===== config.mk =====
export PLATFORM = sky130hd
export DESIGN_NAME = multicycle_ctrl
export DESIGN_NICKNAME = d
export VERILOG_FILES = /design/src/rtl/multicycle_ctrl.sv
export SDC_FILE = /design/constraint.sdc
export NUM_CORES = 1
export LEC_CHECK = 0
export ABC_AREA = 1
export CAP_MARGIN = 20
export CORE_MARGIN = 10
export CORE_UTILIZATION = 46
export DETAILED_ROUTE_END_ITERATION = 12
export GPL_TIMING_DRIVEN = 0
export PLACE_DENSITY = 0.92
export SETUP_SLACK_MARGIN = 0.15
export SYNTH_ARGS = -nofsm -noshare
export SYNTH_HDL_FRONTEND = slang
export SYNTH_SLANG_ARGS = --single-unit
export TNS_END_PERCENT = 1

===== constraint.sdc =====
create_clock -name clk -period 3.2 [get_ports clk]
set_clock_uncertainty 0.15 [all_clocks]
set_input_delay 0.64 -clock clk [delete_from_list [all_inputs] [get_ports clk]]
set_output_delay 0.64 -clock clk [all_outputs]
set_load 0.02 [all_outputs]

===== src/rtl/multicycle_ctrl.sv =====
// multicycle_ctrl: multicycle FSM control unit for the 8-bit CPU; define MULTICYCLE_CTRL_MEM_WAIT_EN for mem_ready handshake with timeout.
// Opcode[3:0]: 0 add,1 addi,2 sub,3 subi,4 slt,5 slti,6 sra,7 sll,8 nand,9 lw,10 sw,11 beq,12 bne,13 blt,14 jump,15 hlt.
module multicycle_ctrl #(
  parameter int OPCODE_W    = 4,
  parameter int ALUOP_W     = 4,
  parameter int MEM_TIMEOUT = 15
) (
  input  logic                clk,
  input  logic                rst_n,
  input  logic [OPCODE_W-1:0] Opcode,
  input  logic                alu_zero,
  input  logic                alu_lt,
  input  logic                mem_ready,
  input  logic                resume,
  output logic [ALUOP_W-1:0]  ALUOp,
  output logic                MemRead,
  output logic                MemWrite,
  output logic                RegWrite,
  output logic                PCWrite,
  output logic                IRWrite,
  output logic                MemToReg,
  output logic [1:0]          PCSrc,
  output logic                halted,
  output logic                illegal_op,
  output logic                bus_error,
  output logic                retire
);
  typedef enum logic [2:0] {
    S_RESET, S_FETCH, S_EXEC, S_MEM_RD, S_MEM_WR, S_WB, S_BRANCH, S_HALT
  } state_t;
  localparam logic [3:0] OP_SUB = 4'd2, OP_SUBI = 4'd3, OP_SLT = 4'd4, OP_SLTI = 4'd5,
                         OP_SRA = 4'd6, OP_SLL = 4'd7, OP_NAND = 4'd8, OP_LW = 4'd9,
                         OP_SW = 4'd10, OP_BEQ = 4'd11, OP_BNE = 4'd12, OP_BLT = 4'd13,
                         OP_JMP = 4'd14, OP_HLT = 4'd15;
  if (OPCODE_W < 4 || ALUOP_W < 4 || MEM_TIMEOUT < 1) begin : g_bad_param
    $error("multicycle_ctrl: OPCODE_W/ALUOP_W must be >= 4 and MEM_TIMEOUT >= 1");
  end
  state_t     state, exec_nxt;
  logic [3:0] op, lop, exec_alu;
  logic       zf, lf, bad, rdy, tmo, taken;
  assign op  = Opcode[3:0];
  assign bad = (Opcode >> 4) != '0;
`ifdef MULTICYCLE_CTRL_MEM_WAIT_EN
  localparam int CW = $clog2(MEM_TIMEOUT + 1);
  logic [CW-1:0] cnt;
  logic          mem_st;
  assign rdy    = mem_ready;
  assign mem_st = state inside {S_FETCH, S_MEM_RD, S_MEM_WR};
  // completion on the last allowed cycle beats the timeout
  assign tmo    = mem_st && !mem_ready && cnt == CW'(MEM_TIMEOUT - 1);
  always_ff @(posedge clk)
    if (!rst_n) begin
      cnt       <= '0;
      bus_error <= 1'b0;
    end else begin
      cnt       <= (mem_st && !mem_ready && !tmo) ? cnt + 1'b1 : '0;
      bus_error <= bus_error | tmo;
    end
`else
  assign rdy       = mem_ready | 1'b1;
  assign tmo       = 1'b0;
  assign bus_error = 1'b0;
`endif
  always_comb begin
    exec_alu = 4'd0;
    case (op)
      OP_SUB, OP_SUBI:         exec_alu = 4'd1;
      OP_SLT, OP_SLTI, OP_BLT: exec_alu = 4'd14;
      OP_SRA:                  exec_alu = 4'd5;
      OP_SLL:                  exec_alu = 4'd4;
      OP_NAND:                 exec_alu = 4'd12;
      OP_BEQ, OP_BNE:          exec_alu = 4'd15;
      default:                 exec_alu = 4'd0;
    endcase
  end
  assign exec_nxt = op == OP_LW ? S_MEM_RD :
                    op == OP_SW ? S_MEM_WR :
                    op == OP_HLT ? S_HALT :
                    (op >= OP_BEQ && op <= OP_JMP) ? S_BRANCH : S_WB;
  always_ff @(posedge clk)
    if (!rst_n) begin
      state      <= S_RESET;
      illegal_op <= 1'b0;
      lop        <= '0;
      zf         <= 1'b0;
      lf         <= 1'b0;
    end else if (tmo) begin
      state <= S_HALT;
    end else begin
      case (state)
        S_RESET:  state <= S_FETCH;
        S_FETCH:  if (rdy) state <= S_EXEC;
        S_EXEC: begin
          lop        <= op;
          zf         <= alu_zero;
          lf         <= alu_lt;
          illegal_op <= illegal_op | bad;
          state      <= bad ? S_HALT : exec_nxt;
        end
        S_MEM_RD: if (rdy) state <= S_WB;
        S_MEM_WR: if (rdy) state <= S_FETCH;
        S_HALT:   if (resume) state <= S_FETCH;
        default:  state <= S_FETCH;
      endcase
    end
  assign taken    = lop == OP_BEQ ? zf : lop == OP_BNE ? !zf : lf;
  assign ALUOp    = (state == S_EXEC && !bad) ? ALUOP_W'(exec_alu) : '0;
  assign MemRead  = state == S_FETCH || state == S_MEM_RD;
  assign MemWrite = state == S_MEM_WR;
  assign IRWrite  = state == S_FETCH && rdy;
  assign RegWrite = state == S_WB;
  assign MemToReg = state == S_MEM_RD || (state == S_WB && lop == OP_LW);
  assign retire   = state == S_WB || state == S_BRANCH || (state == S_MEM_WR && rdy);
  assign PCWrite  = retire;
  assign PCSrc    = state != S_BRANCH ? 2'd0 : lop == OP_JMP ? 2'd2 : {1'b0, taken};
  assign halted   = state == S_HALT;
endmodule


---- After elaboration in Yosys (flattened, before gate mapping) ----
Memories as Yosys holds them, arrays and structs flattened.
Cells that the tools add are included.
word-level totals
  word-level logic and storage cells ...... 41
  output and inout bits ................... 16
  input port bits ......................... 10
  memory bits (read-only) ................. 64
  memories ................................ 1
  register bits ........................... 9
memory list
  memory            depth  width  read ports  clocked after Yosys merged registers in  write ports  RTL line  text
  (name not given)  16     4      1           0                                        0            66        case (op)
cells by class
  multiplexer cells ....................... 11
  reductions and logical operators ........ 7
  $lt $le $gt $ge ......................... 2
  eq/ne operators ......................... 16
operator list
  cell                count
  $eq 4x4->1 const B  7
  $eq 3x3->1 const B  4
  $pmux 3 s4          1
  $mux 2              5
  $eq 3x2->1 const B  2
  $mux 3              2
  $ge 4x4->1 const B  1
  $le 4x4->1 const B  1
  $logic_or 1x1->1    4
  $mux 4              1
  $eq 3x1->1 const B  1
  $ne 3x3->1 const B  1
  $logic_and 1x1->1   2
  $mux 1              2
  $ne 2x2->1 const B  1
  $logic_not 1->1     1

---- Longest topological paths before layout ----
  word-level depth ........................ 7
  depth in mapped cells ................... 12
  gate-level depth less buffers ........... 12

---- Worst setup path before layout ----
Ideal clock, no wire load.
  kind .................................... in2out
  start ................................... in Opcode[1]
  end ..................................... out ALUOp[2]
  stages on the path ...................... 5
  arrival ................................. 1490 ps
  path slack .............................. 920 ps
  data required time ...................... 2410 ps
  path through ............................ inv_1 -> ha_1 -> nand2_1 -> o21ai_0 -> a21oi_1
between the ends
  cells in the longest elaborated chain, start to end .. 2
RTL lines
  item                RTL line  text
  start: declaration  10        input logic [OPCODE_W-1:0] Opcode,
  $mem_v2 16x4        n/a
  $mux 4              107       assign ALUOp = (state == S_EXEC && !bad) ? ALUOP_W'(exec_alu) : '0;
  end: declaration    15        output logic [ALUOP_W-1:0] ALUOp,
No other way between the ends.

---- Worst setup path in the final report ----
  start ................................... in Opcode[0]
  end ..................................... out ALUOp[0]
The elaborated chain is that of the path after synthesis.

==> impl_metrics.csv <==
group,metric,value,unit
setup_path,cp_max_fo,4,
sta,hold_ws,321,ps
drt,post_drt_wl_per_cell,11.6,um
setup_path,worst_ep_arrival_time,2200,ps
die,die_height,59.3,um
setup_path,ff2ff_path_depth,6,
clock_network,cts_buffers,3,
setup_path,cp_slowest_stage_delay,540,ps
placement,gp_congestion,0.851,
sta,fmax,334,MHz
drt,postRouteAntennaNets,0,
layout,fin_nets,150,
yosys,synth_top_area_share,25.4,%
setup_path,cp_top_family,"buffers and inverters",
setup_path,critPathCaptureType,"primary output",
worst_hold_path,min_path_cells,2,
yosys,syn_inst,109,
yosys,ys_seq_area_share,25.4,%
die,die_area,0.00352,sq mm
sta,finalHoldViolCount,0,
drt,viasPerCell,5.09,
run,drv_cap,0,
yosys,ys_types,24,
drt,drt_iter0_markers,11,
drt,wirelength,1.75,mm
setup_path,path_buf_inv,3,
grt,grt_max_degree,11,
run_status,status,"finished, final reports clean",
yosys,synth_top_flop_cell,"dfxtp_1",
sta,min_period_over_period,93.6,%
power,p_leak,0.437,nW
grt,globalRouteOverflowTotal,0,
die,core,0.00149,sq mm
yosys,avgSynthCellArea,6.52,sq um
setup_path,cp.required,2410,ps
power,ir_worst_vdd,263,uV
die,row_count,14,
setup_path,critical_path_class,"in -> out",
clock_network,h-tree-depth,1,
power,power.density,368,mW/mm^2
layout,area_growth,35.4,%
drt,vias,769,
clock_network,cts-root-buf,"clkbuf_4",
die,start_util,47.7,%
yosys,synth_edf_count,0,
placement,dp_hpwl,1.47,mm
sta,setup_viol,0,
grt,grt_pass1_vias,765,
layout,layout-drive-gt1-share,17.0,%
clock_network,post-cts-setup-buffer-count,0,
yosys,async_flop_share,0,%
yosys,ys_ff_latch,9,
worst_hold_path,hp-class,"reg -> reg",
yosys,synth_area,711,sq um
sta,drv_slew,0,
power,finalPower,0.354,mW
clock_network,cts.sink_count,9,
layout,num-fill-cells,143,
grt,grt_antenna_before_repair,0,
die,ios,26,
yosys,synthTopCellsByArea,"dfxtp_1 (25%), nand2_1 (13%), a21oi_1 (9.2%)",
clock_network,cts_tree,"built",
sta,rsz0062_at_grt,"yes",
setup_path,crit_cells,6,
clock_network,clk_pin_slew,60,ps
grt,grt_pass1_wl,3.05,mm
layout,diodes,0,
setup_path,worstSetupStartpointType,"primary input",
die,die_w,59.3,um
clock_network,cts_buffer_depth,2,
clock_network,insertion_delay,260,ps
layout,postLayoutCoreUtil,64.6,%
grt,grt_use_total,10.5,%
setup_path,cp_slowest_cell,"clkdlybuf4s50_1",
drt,drc,0,
drt,drt-pass1-iter-count,4,
placement,numPortBuffers,21,
sta,period_needed,2990,ps
yosys,synth_top_cell_by_area,"dfxtp_1",
setup_path,crit_chain,"clkdlybuf4s50_1, inv_1, ha_1, a211oi_1, nor3_2, dlygate4sd2_1",
yosys,ys_warn_count,0,
[state kept, by name (all words and copies together), names as in the netlist]
| register | cells |
|---|---|
| zf | 1 |
| state | 3 |
| lf | 1 |
| lop | 4 |
[cells in the mapped netlist (all sizes together), types with 2 or more instances]
library cell and instances:
a21oi 13, buf 5, nand3 4, o21ai 8
nor2 10, dfxtp 9, nor3 6, a211oi 2
nand2 27, ha 4, inv 15
[through the flow]
stage	TNS (ps)	instance area [sq um]	worst slack (ps)	std cells
after global routing	0	962	105	151
after global placement	-314	945	-167	147
final	0	962	206	151
after floorplan	0	714	920	110
after CTS	0	967	91.3	151
after detailed placement	-334	945	-173	147
[worst reg2reg max path, delay by kind of cell (launching register included)]
family | cells | cell delay [ps]
AO/OA/AOI/OAI | 2 | 160
flip-flops | 1 | 420
AND/OR/NAND/NOR | 2 | 190
buffers and inverters | 2 | 230
[kinds of logic (layout without fill, tap and decap cells)]
logic type                 Yosys count  count (layout)  share of synthesized area, %
DFF                                  9               9                          25.4
other                                1               2                         0.528
and+or+nand+nor                     50              50                          33.3
buffers and inverters               20              45                          14.3
AOI/OAI and AO/OA                   25              25                          19.5
adders and majority gates            4               4                          7.04
[routing by layer]
layer | vias up | part of all wire, % | track usage, %
met5 | - | 0 | 0
met4 | 0 | 1.4 | 3.93
met3 | 2 | 11 | 4.72
met2 | 28 | 47 | 18.7
met1 | 330 | 40 | 10.3
li1 | 409 | - | -
[area by class of cell]
type	instances	area, sq um	share of cell area [%]
Buffer	5	45.0	4.68
Clock buffer	4	26.3	2.73
Sequential cell	9	180	18.7
Timing Repair Buffer	21	201	20.9
Tap cell	16	20.0	2.08
Multi-Input combinational cell	81	433	45.0
Inverter	15	56.3	5.85
[worst paths after layout]
path	startpoint	end	slack [ps]
worst max register to register	state[1]$_SDFFE_PN0P_	lop[0]$_SDFFE_PN0P_	1930
worst min-delay path	lf$_SDFFE_PN0P_	lf$_SDFFE_PN0P_	320
worst min register to register	lf$_SDFFE_PN0P_	lf$_SDFFE_PN0P_	320
worst max-delay path	Opcode[0]	ALUOp[0]	210
[report_power, final]
group / internal, mW / leakage [nW] / total (mW) / switching [mW]
Combinational: 0.0548 / 0.348 / 0.130 / 0.0753
Clock: 0.0481 / 0.0150 / 0.0886 / 0.0405
Sequential: 0.124 / 0.0735 / 0.136 / 0.0120
Total: 0.227 / 0.437 / 0.354 / 0.128
[what timing repair did]
item	4_1_cts	5_1_grt
resized for setup	3	5
endpoints found under the setup margin	4	4
hold buffers	0	0
[cell usage in the layout, fill, tap and decap left out, types with 2 or more instances in the layout]
cell             instances
o21ai_1                  5
inv_2                    6
nor2_1                   8
conb_1                   2
o21ai_0                  3
dfxtp_1                  9
buf_6                    2
nand2_2                  3
a21oi_1                 13
buf_4                    3
nor3_1                   5
ha_1                     4
nand3_1                  4
clkbuf_4                 3
clkdlybuf4s50_1         17
inv_1                    9
nor2_4                   2
clkbuf_2                 2
nand2_1                 24
Note: power is estimated with default switching activity, not from simulation.
